==> src/rtl/mixcolumn_if.sv <==
// Bus bundle for the AES MixColumns stage: request side (state + mode + start)
// and response side (registered result, completion pulse, busy flag).
interface mixcolumn_if;
  logic [127:0] data_in;
  logic         start_in;
  logic         en_de;
  logic [127:0] data_out;
  logic         ready_out;
  logic         busy;

  modport master (output data_in, start_in, en_de, input data_out, ready_out, busy);
  modport slave  (input data_in, start_in, en_de, output data_out, ready_out, busy);
endinterface

==> src/rtl/mixcolumn.sv <==
// AES (Inv)MixColumns, one column per clock: 1 capture edge + 4 column edges.
// Result bytes keep the row-major layout of the input state.
module mixcolumn_row #(
  parameter int ROW = 0
) (
  input  logic [3:0][7:0] col_a,
  input  logic            enc,
  output logic [7:0]      b
);
  localparam int R1 = (ROW + 1) % 4;
  localparam int R2 = (ROW + 2) % 4;
  localparam int R3 = (ROW + 3) % 4;

  function automatic logic [7:0] xtime(input logic [7:0] x);
    return {x[6:0], 1'b0} ^ (x[7] ? 8'h1b : 8'h00);
  endfunction

  // Constant multiply as a sum of x, 2x, 4x, 8x selected by the bits of k.
  function automatic logic [7:0] gmul(input logic [7:0] x, input logic [3:0] k);
    logic [7:0] x2, x4, x8;
    x2 = xtime(x);
    x4 = xtime(x2);
    x8 = xtime(x4);
    return (k[0] ? x : 8'h00) ^ (k[1] ? x2 : 8'h00) ^
           (k[2] ? x4 : 8'h00) ^ (k[3] ? x8 : 8'h00);
  endfunction

  always_comb begin
    if (enc)
      b = gmul(col_a[ROW], 4'h2) ^ gmul(col_a[R1], 4'h3) ^ col_a[R2] ^ col_a[R3];
    else
      b = gmul(col_a[ROW], 4'he) ^ gmul(col_a[R1], 4'hb) ^
          gmul(col_a[R2], 4'hd) ^ gmul(col_a[R3], 4'h9);
  end
endmodule

module mixcolumn #(
  parameter int NUM_LANES = 4
) (
  input  logic        clk,
  input  logic        rst,
  mixcolumn_if.slave  bus
);
  typedef enum logic {IDLE, CALC} state_t;

  state_t state, state_d;
  logic [1:0] col;
  logic       enc_q;
  // [3-r][3-c] maps to byte (r,c) at bits 127-32r-8c.
  logic [3:0][3:0][7:0]      din_q, res_q, res_d;
  logic [NUM_LANES-1:0][7:0] col_a, col_b;

  always_comb begin
    col_a = '0;
    for (int r = 0; r < NUM_LANES; r++)
      col_a[r] = din_q[2'(3 - r)][~col];
  end

  for (genvar r = 0; r < NUM_LANES; r++) begin : g_row
    mixcolumn_row #(.ROW(r)) u_row (
      .col_a (col_a),
      .enc   (enc_q),
      .b     (col_b[r])
    );
  end

  always_comb begin
    res_d = res_q;
    for (int r = 0; r < NUM_LANES; r++)
      res_d[2'(3 - r)][~col] = col_b[r];
  end

  always_comb begin
    state_d = state;
    case (state)
      IDLE: if (bus.start_in) state_d = CALC;
      CALC: if (col == 2'd3)  state_d = IDLE;
      default: state_d = IDLE;
    endcase
  end

  always_ff @(posedge clk or posedge rst) begin
    if (rst) state <= IDLE;
    else     state <= state_d;
  end

  always_ff @(posedge clk or posedge rst) begin
    if (rst) begin
      col           <= 2'd0;
      enc_q         <= 1'b0;
      din_q         <= '0;
      res_q         <= '0;
      bus.data_out  <= '0;
      bus.ready_out <= 1'b0;
      bus.busy      <= 1'b0;
    end else begin
      bus.ready_out <= 1'b0;
      case (state)
        IDLE: if (bus.start_in) begin
          din_q    <= bus.data_in;
          enc_q    <= bus.en_de;
          col      <= 2'd0;
          bus.busy <= 1'b1;
        end
        CALC: begin
          res_q <= res_d;
          // Last column goes straight to data_out so the result lands at E4.
          if (col == 2'd3) begin
            bus.data_out  <= res_d;
            bus.ready_out <= 1'b1;
            bus.busy      <= 1'b0;
            col           <= 2'd0;
          end else begin
            col <= col + 2'd1;
          end
        end
        default: ;
      endcase
    end
  end
endmodule

==> src/flat_wrapper.sv <==
// flat-port wrapper written by rule: the top's interface ports become plain ports
module mixcolumn_flat 
#(
  parameter int NUM_LANES = 4
)
  (clk, rst, bus_data_in, bus_start_in, bus_en_de, bus_data_out, bus_ready_out, bus_busy);
  mixcolumn_if bus_i ();
  input  logic clk;
  input  logic rst;
  input wire logic [$bits(bus_i.data_in)-1:0] bus_data_in;
  input wire logic [$bits(bus_i.start_in)-1:0] bus_start_in;
  input wire logic [$bits(bus_i.en_de)-1:0] bus_en_de;
  output wire logic [$bits(bus_i.data_out)-1:0] bus_data_out;
  output wire logic [$bits(bus_i.ready_out)-1:0] bus_ready_out;
  output wire logic [$bits(bus_i.busy)-1:0] bus_busy;
  assign bus_i.data_in = bus_data_in;
  assign bus_i.start_in = bus_start_in;
  assign bus_i.en_de = bus_en_de;
  assign bus_data_out = bus_i.data_out;
  assign bus_ready_out = bus_i.ready_out;
  assign bus_busy = bus_i.busy;
  mixcolumn #(.NUM_LANES(NUM_LANES)) u_core (.clk(clk), .rst(rst), .bus(bus_i));
endmodule
==> config.mk <==
export PLATFORM = sky130hd
export DESIGN_NAME = mixcolumn_flat
export DESIGN_NICKNAME = d
export VERILOG_FILES = /design/src/rtl/mixcolumn_if.sv /design/src/rtl/mixcolumn.sv /design/src/flat_wrapper.sv
export SDC_FILE = /design/constraint.sdc
export NUM_CORES = 1
export LEC_CHECK = 0
export ABC_CLOCK_PERIOD_IN_PS = 5100
export BUFFER_PORTS_ARGS = -buffer_cell sky130_fd_sc_hd__buf_2
export CORE_MARGIN = 2
export CORE_UTILIZATION = 44
export DETAILED_ROUTE_END_ITERATION = 16
export PLACE_DENSITY = 0.77
export REMOVE_ABC_BUFFERS = 1
export SYNTH_ARGS = -nofsm -noshare
export SYNTH_HDL_FRONTEND = slang
export SYNTH_SLANG_ARGS = --single-unit
==> constraint.sdc <==
create_clock -name clk -period 5.1 [get_ports clk]
set_input_delay 1.02 -clock clk [delete_from_list [all_inputs] [get_ports clk]]
set_output_delay 1.02 -clock clk [all_outputs]
set_load 0.01 [all_outputs]
==> impl_metrics.toml <==
[synthesis]
synth_top_cell_area_share = 0.575
synthAdderAreaFrac = 0.00766
synthCells = 586
synthFlopType = "dfrtp_1"
muxShareOfSynthArea = 0.0845
ys_warn_count = 0
synthDistinctLibCells = 33
seq_area_frac_synth = 0.575
synthArstFlopShare = 1.00
synth_top_family_by_area = "simple AND/OR/NAND/NOR gates"
synth.most_common_cell = "dfrtp_1"
synth_area_um2 = 6530
synth_top_area_cell = "dfrtp_1"
yosys.area_share.xor_xnor = 0.0211
ys_seq_elements = 150
yosys-top-cells-area = "dfrtp_1, buf_4, mux2_2"
synth_edf_count = 0
synth-simple-area-share = 0.111
synth_compound_area_frac = 0.101
synth_commonest_cells = "dfrtp_1, nand2_1, buf_4, o21ai_0, mux2_2"
synth.avg_cell_area_um2 = 11.1

[cts]
cts_made_buffers = 17
ctsHoldBuffers = 0
cts-root-buf = "clkbuf_16"
cts.sinks = 150
cts_max_level = 4
cts_resized = 0
cts_setup_buffers = 0
tritoncts = "yes"
clk_path_buf_depth = 2
clkTransAtPathRegs_ns = 0.06
clk_latency_ns = 0.42

[global_route]
grt_max_degree = 88
track_usage = 0.171
grt_first_pass_wirelength_mm = 21.2
overflow = 0
antenna_found_initial = 0
first_global_vias = 4087

[worst_setup_path]
crit_type = "reg2reg"
end_kind = "flip-flop"
cp_slowest_cell = "dfrtp_1"
cp.buffers_inverters = 0
path_delay_family = "XOR/XNOR gates"
critPathLaunch = "u_core.col[0]"
critPathArrivalTime_ns = 2.94
reg2reg_from = "u_core.col[0]"
crit_required_ns = 5.37
slowest_delay_ns = 0.69
worstSetupStartpointType = "flip-flop"
cp_cell_sequence = "mux4_2, xnor2_1, nor2_1, xnor2_1, o21ai_0"
path_common_cell = "xnor2_1"
path_max_fanout = 11

[power_and_ir_drop]
powerDensity_nw_per_um2 = 662
ir_drop_mv = 0.368
p_sw_frac = 0.359
power.leakage_nw = 3.79
power_frac_clock = 0.264
p_int_mw = 3.21
power.share.sequential = 0.356
power_switching_mw = 1.80
combPwrFrac = 0.380
total_power_mw = 5.00

[place]
dp_cells = 840
routabilityCongestion = 0.733
hpwl_mm = 8.38
portBuffers = 101
placement.cell_area_um2 = 6930
post-place-ws_ns = 2.42

[floorplan]
dieArea_um2 = 15800
dieHeight_um = 126
rows = 44
num_io_pins = 262
core_area_um2 = 14500
start_util = 0.449
die_x_um = 126

[route]
dr.pass1.iters = 5
wl_per_cell_um = 14.5
vias = 4174
vias_per_cell = 4.80
drt_iter0_markers = 235
ant_nets = 0
wl_mm = 12.6
drc = 0

[sta]
whs_ns = 0.469
fin_crit_ns = 2.67
final_max_slew_viol_count = 0
setup_viol = 0
slew_headroom = 0.386
tns_ns = 0
worst_slack_ns = 2.43
fmax_ghz = 0.375
max_slew.worst_pin.slew_ns = 0.915
hold_viol_final = 0
grt_setup_unrepaired = "false"
clock_skew_ns = 0.00632
fin_crit_sh = 0.524

[finish]
final_cell_area_um2 = 7560
final_core_util = 0.520
final_nets = 811
layout.cells.non_filler = 870
drive_gt1_frac = 0.271
antenna_cells = 0
area_growth_pct = 15.7

[min_path]
hold_class = "reg2reg"
hold_start = "u_core.bus.data_out[52]"

[status]
status = "completed"

[job]
cap_violations = 0
## path summary, 6_finish.rpt
path / slack, ns / end / cells after the start
min in group asynchronous: 0.75 / u_core.din_q[35] / 2
worst min register to register: 0.47 / u_core.bus.data_out[52] / 2
worst min-delay path: 0.47 / u_core.bus.data_out[52] / 2
worst max-delay path: 2.43 / u_core.res_q[25] / 5
max in group asynchronous: 3.39 / u_core.bus.data_out[39] / 3
worst max register to register: 2.43 / u_core.res_q[25] / 5
## final cells by class
cell class	instances	area [um2]
fillers	1293	6980
multi-input cells	392	2360
well taps	184	230
inverters	8	35.0
clock inverters	8	146
repair buffers	106	543
clock buffers	22	484
flip-flops and latches	150	3750
## power groups by stage
stage	Sequential (mW)	Clock (mW)	Combinational [mW]
after floorplan	1.79	0	1.33
after global placement	1.78	0	1.87
after detailed placement	1.80	0	1.92
after CTS	1.78	1.36	1.93
after global routing	1.83	1.41	2.12
final	1.78	1.32	1.90
## cell usage in the layout (no fill, tap or decap), drive strengths merged, types with 4 or more instances in the layout
master and n:
dfrtp 150, and2 34, a211oi 6, o21ai 71, xnor2 8, ha 4, bufinv 4, mux4 8
nand2 83, nor3 4, a21o 13, a21oi 17, clkbuf 22, inv 7, a31oi 6, nor2 20
buf 106, mux2 33, clkinv 4, and3 9, conb 64
## flip-flops by register name, summed over array words and instances, names as in the netlist
name                  flops
u_core.bus.data_out      64
u_core.res_q             48
u_core.din_q             32
u_core.col                2
u_core.bus.busy           1
u_core.bus.ready_out      1
u_core.enc_q              1
u_core.state              1
## worst reg2reg max path, delay by kind of cell, from the launching register on
| family | cells | cell delay (ns) |
|---|---|---|
| xor+xnor | 2 | 0.86 |
| compound gates | 1 | 0.22 |
| flops | 1 | 0.69 |
| mux | 1 | 0.68 |
| simple gates | 1 | 0.07 |
## layer usage
metal  GRT usage  part of all wire
met1       0.231              0.45
met2       0.260              0.46
met3      0.0514             0.063
met4      0.0711             0.021
met5           0                 0
## kinds of logic after synthesis
group           count (synthesis)
compound gates                116
xor+xnor                       11
fa+ha+maj                       4
buf+inv                       107
flops                         150
mux                            41
other cells                     1
simple gates                  156
(Power assumes the default switching activity.)
